`src/rtl/rv_iopmp_mc_transaction_logic.sv`:
```
// Multi-channel IOPMP transaction logic: round-robin grant, windowed entry sweep
// with lowest-index first match, per-channel response and error-capture pulse.
module rv_iopmp_mc_transaction_logic #(
  parameter int ADDR_WIDTH             = 64,
  parameter int SID_WIDTH              = 8,
  parameter int NUMBER_ENTRIES         = 40,
  parameter int NUMBER_ENTRY_ANALYZERS = 16,
  parameter int NUM_CHANNELS           = 2,
  parameter int OFFS_WIDTH             = $clog2(NUMBER_ENTRIES) + 1
) (
  input  logic                               clk_i,
  input  logic                               rst_ni,
  input  logic                               iopmp_enabled_i,
  input  logic                               cfg_changed_i,
  input  logic [NUM_CHANNELS-1:0]            req_valid_i,
  output logic [NUM_CHANNELS-1:0]            req_ready_o,
  input  logic [NUM_CHANNELS*ADDR_WIDTH-1:0] req_addr_i,
  input  logic [NUM_CHANNELS*SID_WIDTH-1:0]  req_sid_i,
  input  logic [NUM_CHANNELS*2-1:0]          req_access_i,
  output logic [NUM_CHANNELS-1:0]            rsp_valid_o,
  input  logic [NUM_CHANNELS-1:0]            rsp_ready_i,
  output logic                               rsp_allow_o,
  output logic                               win_valid_o,
  output logic [OFFS_WIDTH-1:0]              win_offset_o,
  output logic [ADDR_WIDTH-1:0]              chk_addr_o,
  output logic [SID_WIDTH-1:0]               chk_sid_o,
  output logic [1:0]                         chk_access_o,
  input  logic [NUMBER_ENTRY_ANALYZERS-1:0]  entry_match_i,
  input  logic [NUMBER_ENTRY_ANALYZERS-1:0]  entry_allow_i,
  input  logic [NUMBER_ENTRY_ANALYZERS-1:0]  entry_sid_ok_i,
  output logic                               err_valid_o,
  output logic [2:0]                         err_type_o,
  output logic [15:0]                        err_eid_o,
  output logic [SID_WIDTH-1:0]               err_sid_o,
  output logic [ADDR_WIDTH-1:0]              err_addr_o
);

  localparam int CH_W = (NUM_CHANNELS > 1) ? $clog2(NUM_CHANNELS) : 1;
  localparam int LANE_W = (NUMBER_ENTRY_ANALYZERS > 1) ? $clog2(NUMBER_ENTRY_ANALYZERS) : 1;
  localparam logic [2:0] ETYPE_NO_HIT = 3'd5;

  typedef enum logic [1:0] {
    IDLE,
    SCAN,
    RESP
  } state_t;

  state_t                  state_q, state_d;
  logic [CH_W-1:0]         rr_ptr_q, rr_ptr_d;
  logic [CH_W-1:0]         grant_q, grant_d;
  logic [ADDR_WIDTH-1:0]   addr_q, addr_d;
  logic [SID_WIDTH-1:0]    sid_q, sid_d;
  logic [1:0]              access_q, access_d;
  logic [OFFS_WIDTH-1:0]   offset_q, offset_d;
  logic                    allow_q, allow_d;
  logic                    err_pend_q, err_pend_d;
  logic [2:0]              etype_q, etype_d;
  logic [15:0]             eid_q, eid_d;

  logic                    any_req;
  logic [CH_W-1:0]         grant_idx;
  int                      arb_cand;

  logic [NUMBER_ENTRY_ANALYZERS-1:0] lane_valid;
  logic [NUMBER_ENTRY_ANALYZERS-1:0] hit;
  logic                              hit_found;
  logic [LANE_W-1:0]                 hit_lane;
  logic                              last_win;

  // Round-robin: scanning downwards leaves the channel closest to rr_ptr as winner.
  always_comb begin
    arb_cand  = 0;
    any_req   = 1'b0;
    grant_idx = '0;
    for (int i = NUM_CHANNELS - 1; i >= 0; i--) begin
      arb_cand = int'(rr_ptr_q) + i;
      if (arb_cand >= NUM_CHANNELS) arb_cand = arb_cand - NUM_CHANNELS;
      if (req_valid_i[arb_cand]) begin
        any_req   = 1'b1;
        grant_idx = CH_W'(arb_cand);
      end
    end
  end

  // Lanes past the end of the table (ragged last window) never produce a hit.
  always_comb begin
    lane_valid = '0;
    for (int i = 0; i < NUMBER_ENTRY_ANALYZERS; i++) begin
      lane_valid[i] = (int'(offset_q) + i) < NUMBER_ENTRIES;
    end
    hit       = entry_match_i & entry_sid_ok_i & lane_valid;
    hit_found = 1'b0;
    hit_lane  = '0;
    for (int i = NUMBER_ENTRY_ANALYZERS - 1; i >= 0; i--) begin
      if (hit[i]) begin
        hit_found = 1'b1;
        hit_lane  = LANE_W'(i);
      end
    end
  end

  assign last_win = (int'(offset_q) + NUMBER_ENTRY_ANALYZERS) >= NUMBER_ENTRIES;

  always_comb begin
    state_d     = state_q;
    rr_ptr_d    = rr_ptr_q;
    grant_d     = grant_q;
    addr_d      = addr_q;
    sid_d       = sid_q;
    access_d    = access_q;
    offset_d    = offset_q;
    allow_d     = allow_q;
    err_pend_d  = err_pend_q;
    etype_d     = etype_q;
    eid_d       = eid_q;
    req_ready_o = '0;
    unique case (state_q)
      IDLE: begin
        if (any_req && rst_ni) begin
          req_ready_o[grant_idx] = 1'b1;
          grant_d    = grant_idx;
          rr_ptr_d   = (int'(grant_idx) == NUM_CHANNELS - 1) ? '0 : grant_idx + CH_W'(1);
          addr_d     = req_addr_i[int'(grant_idx)*ADDR_WIDTH +: ADDR_WIDTH];
          sid_d      = req_sid_i[int'(grant_idx)*SID_WIDTH +: SID_WIDTH];
          access_d   = req_access_i[int'(grant_idx)*2 +: 2];
          offset_d   = '0;
          allow_d    = 1'b0;
          err_pend_d = 1'b0;
          etype_d    = '0;
          eid_d      = '0;
          state_d    = iopmp_enabled_i ? SCAN : RESP;
        end
      end
      SCAN: begin
        // A table write invalidates partial results, so the sweep starts over.
        if (!iopmp_enabled_i) begin
          allow_d = 1'b0;
          state_d = RESP;
        end else if (cfg_changed_i) begin
          offset_d = '0;
        end else if (hit_found) begin
          state_d = RESP;
          if (entry_allow_i[hit_lane]) begin
            allow_d = 1'b1;
          end else begin
            allow_d    = 1'b0;
            err_pend_d = 1'b1;
            etype_d    = {1'b0, access_q};
            eid_d      = 16'(offset_q) + 16'(hit_lane);
          end
        end else if (last_win) begin
          state_d    = RESP;
          allow_d    = 1'b0;
          err_pend_d = 1'b1;
          etype_d    = ETYPE_NO_HIT;
          eid_d      = '0;
        end else begin
          offset_d = offset_q + OFFS_WIDTH'(NUMBER_ENTRY_ANALYZERS);
        end
      end
      RESP: begin
        err_pend_d = 1'b0;
        if (rsp_ready_i[grant_q]) state_d = IDLE;
      end
      default: state_d = IDLE;
    endcase
  end

  always_ff @(posedge clk_i or negedge rst_ni) begin
    if (!rst_ni) begin
      state_q    <= IDLE;
      rr_ptr_q   <= '0;
      grant_q    <= '0;
      addr_q     <= '0;
      sid_q      <= '0;
      access_q   <= '0;
      offset_q   <= '0;
      allow_q    <= 1'b0;
      err_pend_q <= 1'b0;
      etype_q    <= '0;
      eid_q      <= '0;
    end else begin
      state_q    <= state_d;
      rr_ptr_q   <= rr_ptr_d;
      grant_q    <= grant_d;
      addr_q     <= addr_d;
      sid_q      <= sid_d;
      access_q   <= access_d;
      offset_q   <= offset_d;
      allow_q    <= allow_d;
      err_pend_q <= err_pend_d;
      etype_q    <= etype_d;
      eid_q      <= eid_d;
    end
  end

  always_comb begin
    rsp_valid_o = '0;
    if (state_q == RESP) rsp_valid_o[grant_q] = 1'b1;
  end

  assign rsp_allow_o  = (state_q == RESP) && allow_q;
  assign win_valid_o  = (state_q == SCAN);
  assign win_offset_o = offset_q;
  assign chk_addr_o   = addr_q;
  assign chk_sid_o    = sid_q;
  assign chk_access_o = access_q;

  // err_pend_q is cleared after the first RESP cycle, making err_valid_o a pulse.
  assign err_valid_o = (state_q == RESP) && err_pend_q;
  assign err_type_o  = err_valid_o ? etype_q : '0;
  assign err_eid_o   = err_valid_o ? eid_q : '0;
  assign err_sid_o   = err_valid_o ? sid_q : '0;
  assign err_addr_o  = err_valid_o ? addr_q : '0;

endmodule

```
`config.mk`:
```
export PLATFORM = sky130hd
export DESIGN_NAME = rv_iopmp_mc_transaction_logic
export DESIGN_NICKNAME = d
export VERILOG_FILES = /design/src/rtl/rv_iopmp_mc_transaction_logic.sv
export SDC_FILE = /design/constraint.sdc
export NUM_CORES = 1
export LEC_CHECK = 0
export ABC_AREA = 0
export BUFFER_PORTS_ARGS = -buffer_cell sky130_fd_sc_hd__buf_4
export CAP_MARGIN = 5
export CORE_AREA = 2 2 149 151
export DETAILED_ROUTE_END_ITERATION = 7
export DIE_AREA = 0 0 151 153
export SETUP_SLACK_MARGIN = 0.02
export SLEW_MARGIN = 20
export SYNTH_ARGS = -nofsm -noshare
export SYNTH_HDL_FRONTEND = slang
export SYNTH_SLANG_ARGS = --single-unit
```
`constraint.sdc`:
```
create_clock -name clk_i -period 3.65 [get_ports clk_i]
set_input_delay 0.73 -clock clk_i [delete_from_list [all_inputs] [get_ports clk_i]]
set_output_delay 0.73 -clock clk_i [all_outputs]
set_load 0.01 [all_outputs]
```
==> flow_metrics.env <==
export IMPL_start_util_pct=26.93
export IMPL_holdBufCountCts=0
export IMPL_synth_adder_area_share_pct=1.081
export IMPL_hold_viol=0
export IMPL_nFillCells=2211
export IMPL_worstSkewPairLatency_ns=0.35
export IMPL_syn_inst=645
export IMPL_synth_seq_area_share_pct=40.65
export IMPL_ir_worst_vdd_v=0.0002395
export IMPL_drv_slew=0
export IMPL_synth_compound_area_share_pct=13.06
export IMPL_synthesis_area_mm2=0.005787
export IMPL_rows=54
export IMPL_pwr_share_clk_pct=19.1
export IMPL_grt_pass1_wl_um=32940
export IMPL_hold_path_class="input port to async pin"
export IMPL_fin_skew_ns=0.01813
export IMPL_die_w_um=151
export IMPL_dpl_cell_count=1268
export IMPL_max_cap_violations=0
export IMPL_synth_simple_area_share_pct=23.20
export IMPL_path_max_fanout=7
export IMPL_cp_common_cell="buf_4"
export IMPL_end_kind="flip-flop"
export IMPL_drt_wirelength_per_cell_um=17.00
export IMPL_maxSlewHeadroom_pct=50.16
export IMPL_clkTransAtPathRegs_ns=0.07
export IMPL_setup_worst_path_class="flip-flop to flip-flop"
export IMPL_synth_top_family_by_area="simple AND/OR/NAND/NOR gates"
export IMPL_post_dp_hpwl_um=17050
export IMPL_grt_busiest_layer="met2"
export IMPL_track_usage_pct=18.30
export IMPL_place_congestion=0.8324
export IMPL_overflow=0
export IMPL_drt_pre_antenna_iters=4
export IMPL_critical_path_slowest_cell="dfrtp_2"
export IMPL_die_area_mm2=0.02310
export IMPL_seq_area_mm2=0.002355
export IMPL_clkSinkCount=94
export IMPL_multi_input_area_mm2=0.003191
export IMPL_crit_chain="ha_1 > buf_4 > nand4bb_1 > nor3b_1 > o211ai_1 > buf_4 > a32o_1 > a21boi_0 > a2111oi_1 > a221oi_1 > o32ai_2 > nand2_2 > buf_4 > mux2i_1"
export IMPL_final_common_cell="buf_4"
export IMPL_synth_edf_count=0
export IMPL_syn_area_per_cell_um2=8.972
export IMPL_fp_coreArea_mm2=0.02149
export IMPL_total_power_mw=4.775
export IMPL_cts_buffers_inserted=9
export IMPL_layout_common_cells="390 x buf_4, 105 x nand2_1, 92 x dfrtp_1"
export IMPL_use_met1_pct=22.78
export IMPL_p_comb_share_pct=42.2
export IMPL_timing_fmax_mhz=289.8
export IMPL_io_pins=383
export IMPL_finalWirelength_um=21850
export IMPL_start_kind="flip-flop"
export IMPL_p_sw_mw=1.845
export IMPL_synth_xor_area_share_pct=0.3027
export IMPL_setup_viol=0
export IMPL_die_h_um=153
export IMPL_outcome="complete, no violations"
export IMPL_ys_warn_count=0
export IMPL_clk_path_buf_depth=2
export IMPL_timing_final_crit_period_ns=3.451
export IMPL_met3_usage_pct=4.299
export IMPL_area_delta_synth_final_pct=58.46
export IMPL_fin_crit_sh_pct=94.54
export IMPL_ys_async_sr_fraction_pct=100.0
export IMPL_grt_max_degree=150
export IMPL_power_leakage_nw=5.113
export IMPL_ant_nets=0
export IMPL_first_global_vias=5984
export IMPL_drc=0
export IMPL_root_buffer="clkbuf_16"
export IMPL_antenna_cells=0
export IMPL_intPower_mw=2.929
export IMPL_stdcell_count=1285
export IMPL_cp_arrival_ns=3.70
export IMPL_muxShareOfSynthArea_pct=15.94
export IMPL_vias=6068
export IMPL_p_per_area_mw_per_mm2=520.7
export IMPL_drive_gt1_share_pct=43.28
export IMPL_portBuffers=370
export IMPL_use_met2_pct=31.49
export IMPL_ys_ff_latch=94
export IMPL_seqPwrFrac_pct=38.7
export IMPL_p_sw_share_pct=38.65
export IMPL_synthFlopType="dfrtp_1"
export IMPL_htree_levels=3
export IMPL_critical_path_max_stage_delay_ns=0.46
export IMPL_worst_hold_slack_ns=0.4852
export IMPL_drt_iter0_drc=237
export IMPL_ys_types=60
export IMPL_required_ns=3.90
export IMPL_nNetsFinal=1210
export IMPL_worst_slew_pin_transition_ns=0.7475
export IMPL_via_per_inst=4.722
export IMPL_antenna_found_initial=0
export IMPL_cts_tree="built"
==> sequential cells by signal, summed over array words and instances, names as in the netlist <==
name,count
win_offset_o,3
err_pend_q,1
chk_access_o,2
chk_addr_o,64
grant_q,1
etype_q,3
eid_q,8
allow_q,1
chk_sid_o,8
state_q,2
rr_ptr_q,1
==> final timing paths <==
check / start / end / slack (ns) / cells after the start
max in group asynchronous: rst_ni / win_offset_o[4] / 2.04 / 3
min in group clk_i: eid_q[7] / eid_q[7] / 0.49 / 1
max: win_offset_o[4] / etype_q[1] / 0.20 / 14
min: rst_ni / state_q[0] / 0.49 / 2
min reg2reg: eid_q[7] / eid_q[7] / 0.49 / 1
max reg2reg: win_offset_o[4] / etype_q[1] / 0.20 / 14
==> per-layer routing <==
metal	share of wire (%)	vias to the layer above
met3	7.5	20
met2	50	245
met5	0	-
li1	-	2963
met1	41	2840
met4	1.4	0
==> power by group through the flow <==
| stage | combinational (mW) | sequential, mW | clock, mW |
|---|---|---|---|
| after CTS | 2.03 | 1.86 | 0.943 |
| after detailed placement | 2.04 | 1.86 | 0 |
| after global routing | 2.21 | 1.92 | 0.992 |
| final | 2.01 | 1.85 | 0.913 |
| after global placement | 2.00 | 1.86 | 0 |
| after floorplan | 0.800 | 1.90 | 0 |
==> critical path, delay by kind of cell (launching register included) <==
kind / cells / cell delay [ns]
buffers and inverters: 3 / 0.54
AOI/OAI and AO/OA: 6 / 1.23
and+or+nand+nor: 3 / 0.70
muxes: 1 / 0.20
adders and majority gates: 1 / 0.23
DFF: 1 / 0.46
==> area by class of cell <==
class | instances | share of cell area [%]
multi-input combinational | 493 | 34.79
timing repair buffer | 391 | 32.15
sequential | 94 | 25.68
tap | 280 | 3.820
clock buffer | 10 | 2.606
inverter | 12 | 0.4912
clock inverter | 5 | 0.4639
==> cells by family after synthesis <==
family | count (synthesis)
and+or+nand+nor | 258
adders and majority gates | 5
buffers and inverters | 70
muxes | 90
AOI/OAI and AO/OA | 125
xor gates and xnor gates | 2
DFF | 94
other | 1
==> synthesized netlist by cell type (2+ instances only) <==
cell type | n | area share, %
nand2_1 | 105 | 6.8
o211ai_1 | 2 | 0.26
o21ai_0 | 79 | 6.8
a211oi_1 | 2 | 0.26
buf_4 | 12 | 1.6
clkbuf_1 | 37 | 2.4
buf_1 | 6 | 0.39
nand3_1 | 6 | 0.52
nand2_2 | 2 | 0.22
or2_2 | 4 | 0.43
a21o_1 | 3 | 0.39
buf_6 | 3 | 0.58
dfrtp_1 | 94 | 41
and2_1 | 5 | 0.54
mux2_2 | 5 | 0.97
nor2b_1 | 3 | 0.32
inv_1 | 12 | 0.78
nor2_1 | 19 | 1.2
a21oi_1 | 10 | 0.86
nor3_1 | 5 | 0.43
mux2_4 | 3 | 0.78
a21boi_0 | 2 | 0.26
and3_1 | 88 | 9.5
xnor2_1 | 2 | 0.30
nand4_1 | 2 | 0.22
a21oi_4 | 2 | 0.56
a31oi_1 | 3 | 0.32
ha_1 | 5 | 1.1
mux2i_1 | 82 | 14
nand4bb_1 | 4 | 0.78
nand4b_1 | 2 | 0.30
or3_1 | 3 | 0.32
o21ai_1 | 2 | 0.17
o22ai_1 | 3 | 0.32
o31ai_1 | 2 | 0.26
a2111oi_0 | 2 | 0.30
==> per-stage QoR <==
| stage | worst slack, ns | utilization [%] | TNS, ns | cell area (um^2) |
|---|---|---|---|---|
| 5_1_grt | -0.01726 | 42.68 | -0.03315 | 9170 |
| 6_report | 0.1993 | 42.68 | 0 | 9170 |
| 3_5_place_dp | 0.05340 | 41.21 | 0 | 8855 |
| 3_3_place_gp | 0.09167 | 41.21 | 0 | 8855 |
| 2_1_floorplan | 0.1940 | - | 0 | 5832 |
| 4_1_cts | 0.1534 | 42.52 | 0 | 9136 |
==> what timing repair did <==
| item | 4_1_cts | 5_1_grt |
|---|---|---|
| setup endpoints to repair | 0 | 12 |
| buffers inserted | 0 | 2 |
| gates resized for setup | 0 | 6 |
Note: power is estimated with default switching activity, not from simulation.
